$ cat config.mk
export PLATFORM = sky130hd
export DESIGN_NAME = can_bit_destuff
export DESIGN_NICKNAME = d
export VERILOG_FILES = /design/src/rtl/can_bit_destuff.sv
export SDC_FILE = /design/constraint.sdc
export NUM_CORES = 1
export LEC_CHECK = 0
export CORE_MARGIN = 2
export CORE_UTILIZATION = 44
export CTS_CLUSTER_DIAMETER = 30
export DETAILED_ROUTE_END_ITERATION = 10
export MAX_ROUTING_LAYER = met4
export PLACE_DENSITY = 0.69
export SYNTH_ARGS = -nofsm -noshare
export SYNTH_HDL_FRONTEND = slang
export SYNTH_SLANG_ARGS = --single-unit
$ cat constraint.sdc
create_clock -name clk -period 2 [get_ports clk]
set_clock_uncertainty 0.2 [all_clocks]
set_input_delay 0.3 -clock clk [delete_from_list [all_inputs] [get_ports clk]]
set_output_delay 0.3 -clock clk [all_outputs]
set_load 0.05 [all_outputs]
$ cat src/rtl/can_bit_destuff.sv
`default_nettype none
// ============================================================================
// Module   : can_bit_destuff
// Brief    : CAN/CAN FD receive de-stuffer. Removes dynamic and FD fixed
//            stuff bits, flags stuff errors and reports the Gray-coded
//            dynamic stuff count with parity.
// Revision : 1.0 - initial release
// ============================================================================
module can_bit_destuff #(
    parameter int TP = 1
) (
    input  logic       clk,
    input  logic       rst,
    input  logic       sample_point,
    input  logic       sampled_bit,
    input  logic       destuff_en,
    input  logic       fixed_stuff_mode,
    input  logic       restart,
    output logic       bit_valid,
    output logic       bit_data,
    output logic       stuff_bit,
    output logic       stuff_err,
    output logic       err_hold,
    output logic [2:0] stuff_cnt_gray,
    output logic       stuff_cnt_par
);

    localparam logic [2:0] c_RUN_LIMIT = 3'd5;
    localparam logic [2:0] c_FIX_LIMIT = 3'd4;

    logic       r_last_bit;
    logic [2:0] r_same_cnt;
    logic [2:0] r_dyn_cnt;
    logic [2:0] r_fix_cnt;
    logic       r_fixed_q;
    logic       r_err_hold;

    logic       w_complement;
    logic       w_run_cont;

    assign w_complement = (sampled_bit != r_last_bit);
    assign w_run_cont   = (sampled_bit == r_last_bit) && (r_same_cnt != 3'd0);

    // The registered core is modelled with zero delay; TP only gates elaboration.
    if (TP >= 0) begin : g_core
        always_ff @(posedge clk or negedge rst) begin
            if (!rst) begin
                bit_valid  <= 1'b0;
                bit_data   <= 1'b0;
                stuff_bit  <= 1'b0;
                stuff_err  <= 1'b0;
                r_last_bit <= 1'b1;
                r_same_cnt <= 3'd0;
                r_dyn_cnt  <= 3'd0;
                r_fix_cnt  <= 3'd0;
                r_fixed_q  <= 1'b0;
                r_err_hold <= 1'b0;
            end else begin
                bit_valid <= 1'b0;
                stuff_bit <= 1'b0;
                stuff_err <= 1'b0;
                if (restart) begin
                    bit_data   <= 1'b0;
                    r_last_bit <= 1'b1;
                    r_same_cnt <= 3'd0;
                    r_dyn_cnt  <= 3'd0;
                    r_fix_cnt  <= 3'd0;
                    r_fixed_q  <= 1'b0;
                    r_err_hold <= 1'b0;
                end else if (sample_point && !r_err_hold) begin
                    if (!destuff_en) begin
                        bit_valid  <= 1'b1;
                        bit_data   <= sampled_bit;
                        r_last_bit <= 1'b1;
                        r_same_cnt <= 3'd0;
                        r_fix_cnt  <= 3'd0;
                        r_fixed_q  <= 1'b0;
                    end else if (!fixed_stuff_mode) begin
                        // Fixed mode keeps same_cnt at 1, so leaving it resumes with a run of 1.
                        r_fixed_q <= 1'b0;
                        if (r_same_cnt == c_RUN_LIMIT) begin
                            if (w_complement) begin
                                stuff_bit  <= 1'b1;
                                r_dyn_cnt  <= r_dyn_cnt + 3'd1;
                                r_same_cnt <= 3'd1;
                                r_last_bit <= sampled_bit;
                            end else begin
                                stuff_err  <= 1'b1;
                                r_err_hold <= 1'b1;
                            end
                        end else begin
                            bit_valid  <= 1'b1;
                            bit_data   <= sampled_bit;
                            r_same_cnt <= w_run_cont ? (r_same_cnt + 3'd1) : 3'd1;
                            r_last_bit <= sampled_bit;
                        end
                    end else begin
                        r_fixed_q  <= 1'b1;
                        r_same_cnt <= 3'd1;
                        if (!r_fixed_q || (r_fix_cnt == c_FIX_LIMIT)) begin
                            r_fix_cnt <= 3'd0;
                            if (w_complement) begin
                                stuff_bit  <= 1'b1;
                                r_last_bit <= sampled_bit;
                            end else begin
                                stuff_err  <= 1'b1;
                                r_err_hold <= 1'b1;
                            end
                        end else begin
                            bit_valid  <= 1'b1;
                            bit_data   <= sampled_bit;
                            r_fix_cnt  <= r_fix_cnt + 3'd1;
                            r_last_bit <= sampled_bit;
                        end
                    end
                end
            end
        end
    end

    assign err_hold       = r_err_hold;
    assign stuff_cnt_gray = r_dyn_cnt ^ (r_dyn_cnt >> 1);
    assign stuff_cnt_par  = ^stuff_cnt_gray;

endmodule
`default_nettype wire

# Word-level counts from Yosys, hierarchy flattened
# Cells that the tools add are included.
# op_classes
n_reduce_logical,17
muxes,62
n_bitwise,1
eq_ne,10
addsub,3
# ops
operator,count
3-bit two-way mux,18
1-bit two-way mux,44
3-bit by 1-bit adder with 3-bit output (second input constant),3
4-bit inequality test (second input constant),2
2-bit nonzero test,4
3-bit equality test (second input constant),2
3-bit by 1-bit inequality test with 1-bit output (second input constant),2
3-bit nonzero test,2
5-bit inequality test (second input constant),1
5-bit AND reduction,1
2-bit AND reduction,2
4-bit AND reduction,1
3-bit AND reduction,1
3-bit parity,1
3-bit by 2-bit XOR with 3-bit output,1
1-bit logical AND,2
1-bit logical NOT,2
2-bit by 1-bit inequality test with 1-bit output (second input constant),1
1-bit equality test,1
1-bit logical OR,1
1-bit inequality test,1
# word_totals
ff_bits,16
elab_cells,103
output_inout_bits,9
inputBits,7

# Longest topological paths before layout
# depth
depth_word,8
ltp_mapped,6
ltp_nobuf,6

# Worst setup path after synthesis
# Ideal clock, no wire load.
# synth_timing
path_type,register -> register
start,register r_err_hold (netlist: err_hold)
end,register r_same_cnt[0]
arrival_ns,1.613
setup_time_ns,0.125
setup_slack_ns,0.062
synth_period_minus_slack_ns,1.938
stages_incl_launch_ff,6
cell_sequence,dfrtp_1 -> nand2b_1 -> clkbuf_1 -> a21oi_1 -> nor2_2 -> mux2_2
# synth_between
elab_chain_len,4
# synth_rtl
element,line_no,rtl
start: declaration,36,logic r_err_hold;
start signal: assignment,57,r_err_hold <= 1'b0;
start signal: assignment,69,r_err_hold <= 1'b0;
start signal: assignment,89,r_err_hold <= 1'b1;
1-bit logical NOT,70,end else if (sample_point && !r_err_hold) begin
1-bit logical AND,70,
2-bit nonzero test (no line),--,
2-bit AND reduction (no line),--,
end signal: assignment,94,r_same_cnt <= w_run_cont ? (r_same_cnt + 3'd1) : 3'd1;
end: declaration,32,logic [2:0] r_same_cnt;
# No other way between the ends.
# A chain may end at the register's enable or synchronous reset.

# Worst setup path in the final report
# layout_timing
start,register bit_data
end,output port bit_data
# layout_rtl
element,line_no,rtl
start: declaration,20,"output logic bit_data,"
start signal: assignment,73,bit_data <= sampled_bit;
start signal: assignment,93,bit_data <= sampled_bit;
start signal: assignment,111,bit_data <= sampled_bit;
# No word-level cell between the ends.

==> impl_metrics.tcl <==
set metrics [dict create \
    cp_cell_sequence "clkdlybuf4s50_1" \
    drv_cap 0 \
    synth_edf_count 0 \
    cp.arrival_ps 1440 \
    drc 0 \
    h-tree-depth 1 \
    synth-async-reset-ratio_pct 100.0 \
    syn-num-nets 101 \
    finalSetupViolations 0 \
    startpoint_type "register" \
    netlist_area_sq_um 900.9 \
    netlist_instances 88 \
    num_vias 726 \
    n_antenna_cell 0 \
    dr.pass1.iters 4 \
    viasPerCell 5.077 \
    antenna_found_initial 0 \
    relSlewSlack_pct 66.51 \
    p_leak_nw 0.5809 \
    drive_gt1_share_pct 23.28 \
    fin_nets 130 \
    end_kind "primary output" \
    cts_tree "built" \
    layout_common_cells "buf_4, dfrtp_1, nor2_1" \
    coreArea_sq_um 1942 \
    num_rows 16 \
    p_total_uw 666.3 \
    cts_root_buffer "clkbuf_4" \
    grt_max_degree 17 \
    irDropWorstVdd_mv 0.4505 \
    areaGrowthSynthToFinish_pct 33.19 \
    cts_buffers 3 \
    numPortBuffers 15 \
    clkSinkCount 16 \
    synth-seq-area-share_pct 44.58 \
    synth-main-ff-cell "dfrtp_1" \
    final_common_cell "buf_4" \
    critPathKind "register to primary output" \
    tightest_slew_ps 500.8 \
    clkTransAtPathRegs_ps 90 \
    power.density_nw_per_um2 555.3 \
    grt.total_usage_pct 19.04 \
    fin_setup_tns_ps 0 \
    path_max_fanout 2 \
    crit_path_max_incr_delay_ps 800 \
    status "finished, final reports clean" \
    avgSynthCellArea_sq_um 10.24 \
    hold_path.class "primary input to asynchronous set/reset pin" \
    drtIter0Drc 11 \
    fin_crit_ps 1939 \
    hold_viol 0 \
    cp_top_family "buffers and inverters" \
    critPathRequiredTime_ps 1500 \
    crit_slowest_cell "clkdlybuf4s50_1" \
    grt_pass1_vias 759 \
    clk-insertion-delay-late_ps 290 \
    fin_crit_sh_pct 96.93 \
    cts-resized-gates 0 \
    die_y_um 49.25 \
    synth.distinct_cells 33 \
    die_w_um 49.25 \
    dpl.hpwl_mm 1.516 \
    cts-hold-fix-buffers 0 \
    ios 16 \
    yosysWarnings 0 \
    post-cts-setup-buffer-count 0 \
    wl_per_cell_um 12.69 \
    path_buf_inv 1 \
    dieArea_sq_um 2426 \
    ys_ff_latch 16 \
    initial_core_util_pct 46.39 \
    fin_util_pct 61.79 \
    slew_violations 0 \
    wirelength_mm 1.815 \
    clk_path_buf_depth 2 \
    clock.fmax_mhz 515.8 \
    grt_pass1_wl_mm 3.353 \
    grt_overflow 0 \
    place.gp.congestion 0.8320 \
    ant_nets 0 \
    rsz0062_at_grt "false" \
]
area by class of cell:
class / count / area, sq um
inverter: 4 / 15.01
sequential: 16 / 401.6
clock buffer: 4 / 36.28
multi-input combinational: 64 / 465.4
timing repair buffer: 28 / 247.7
fill: 183 / 742.0
tap: 27 / 33.78
power breakdown:
| group | internal (mW) | switching, mW |
|---|---|---|
| Clock | 0.111 | 0.102 |
| Sequential | 0.331 | 0.00534 |
| Combinational | 0.0532 | 0.0641 |
| Total | 0.495 | 0.171 |
path summary, 6_finish.rpt:
kind,slack (ps),cells after the start,end,from
worst max-delay path,60,1,bit_data,bit_data
worst min-delay path,130,2,bit_data,rst
worst max register to register,160,6,r_same_cnt[0],r_same_cnt[1]
worst min register to register,320,2,r_fixed_q,r_fixed_q
max in group asynchronous,1220,2,r_last_bit,rst
min in group clk,320,2,r_fixed_q,r_fixed_q
cells by family (layout without fill, tap and decap cells):
logic type / Yosys count / in the layout / share of synthesized area [%]
AO/OA/AOI/OAI: 19 / 19 / 16.53
AND/OR/NAND/NOR: 31 / 31 / 18.47
flip-flops: 16 / 16 / 44.58
buffers and inverters: 8 / 36 / 3.750
multiplexers: 3 / 3 / 3.472
adder cells (fa/ha/maj): 6 / 6 / 8.333
XOR/XNOR: 5 / 5 / 4.862
cell usage after synthesis, types with 2 or more instances:
master,number,area share [%]
nor2_1,12,5.0
nor3b_1,2,1.7
xnor2_1,2,1.9
nand2b_1,2,1.4
ha_1,6,8.3
a31oi_1,2,1.4
nand2_1,3,1.2
a21oi_1,5,2.8
inv_1,4,1.7
dfrtp_1,15,42
o21bai_1,2,1.7
nor2b_1,5,3.5
mux2i_1,2,2.2
clkbuf_1,3,1.2
xor2_1,3,2.9
a21boi_1,2,1.7
a22o_1,2,1.9
flip-flops by register name, indices dropped and copies added (netlist names):
name,flops
r_last_bit,1
bit_valid,1
r_dyn_cnt,3
stuff_bit,1
stuff_err,1
err_hold,1
bit_data,1
r_fixed_q,1
r_same_cnt,3
r_fix_cnt,3
routing by layer:
| layer | share of wire [%] | wire [um] | global-route usage (%) |
|---|---|---|---|
| met1 | 45 | 824 | 23.02 |
| met2 | 48 | 880 | 29.28 |
| met3 | 2.5 | 46 | 3.681 |
| met4 | 3.5 | 63 | 11.43 |
| met5 | 0 | 0 | - |
per-stage QoR:
stage	instance area, sq um	hold WS (ps)	setup WS (ps)	instances
global route	1200	172.2	19.71	143
global placement	1164	301.9	3.368	139
CTS	1200	133.5	45.99	143
finish	1200	132.5	61.35	143
floorplan	900.9	-195.6	62.36	88
detailed placement	1164	302.6	-24.55	139
(Power assumes the default switching activity.)
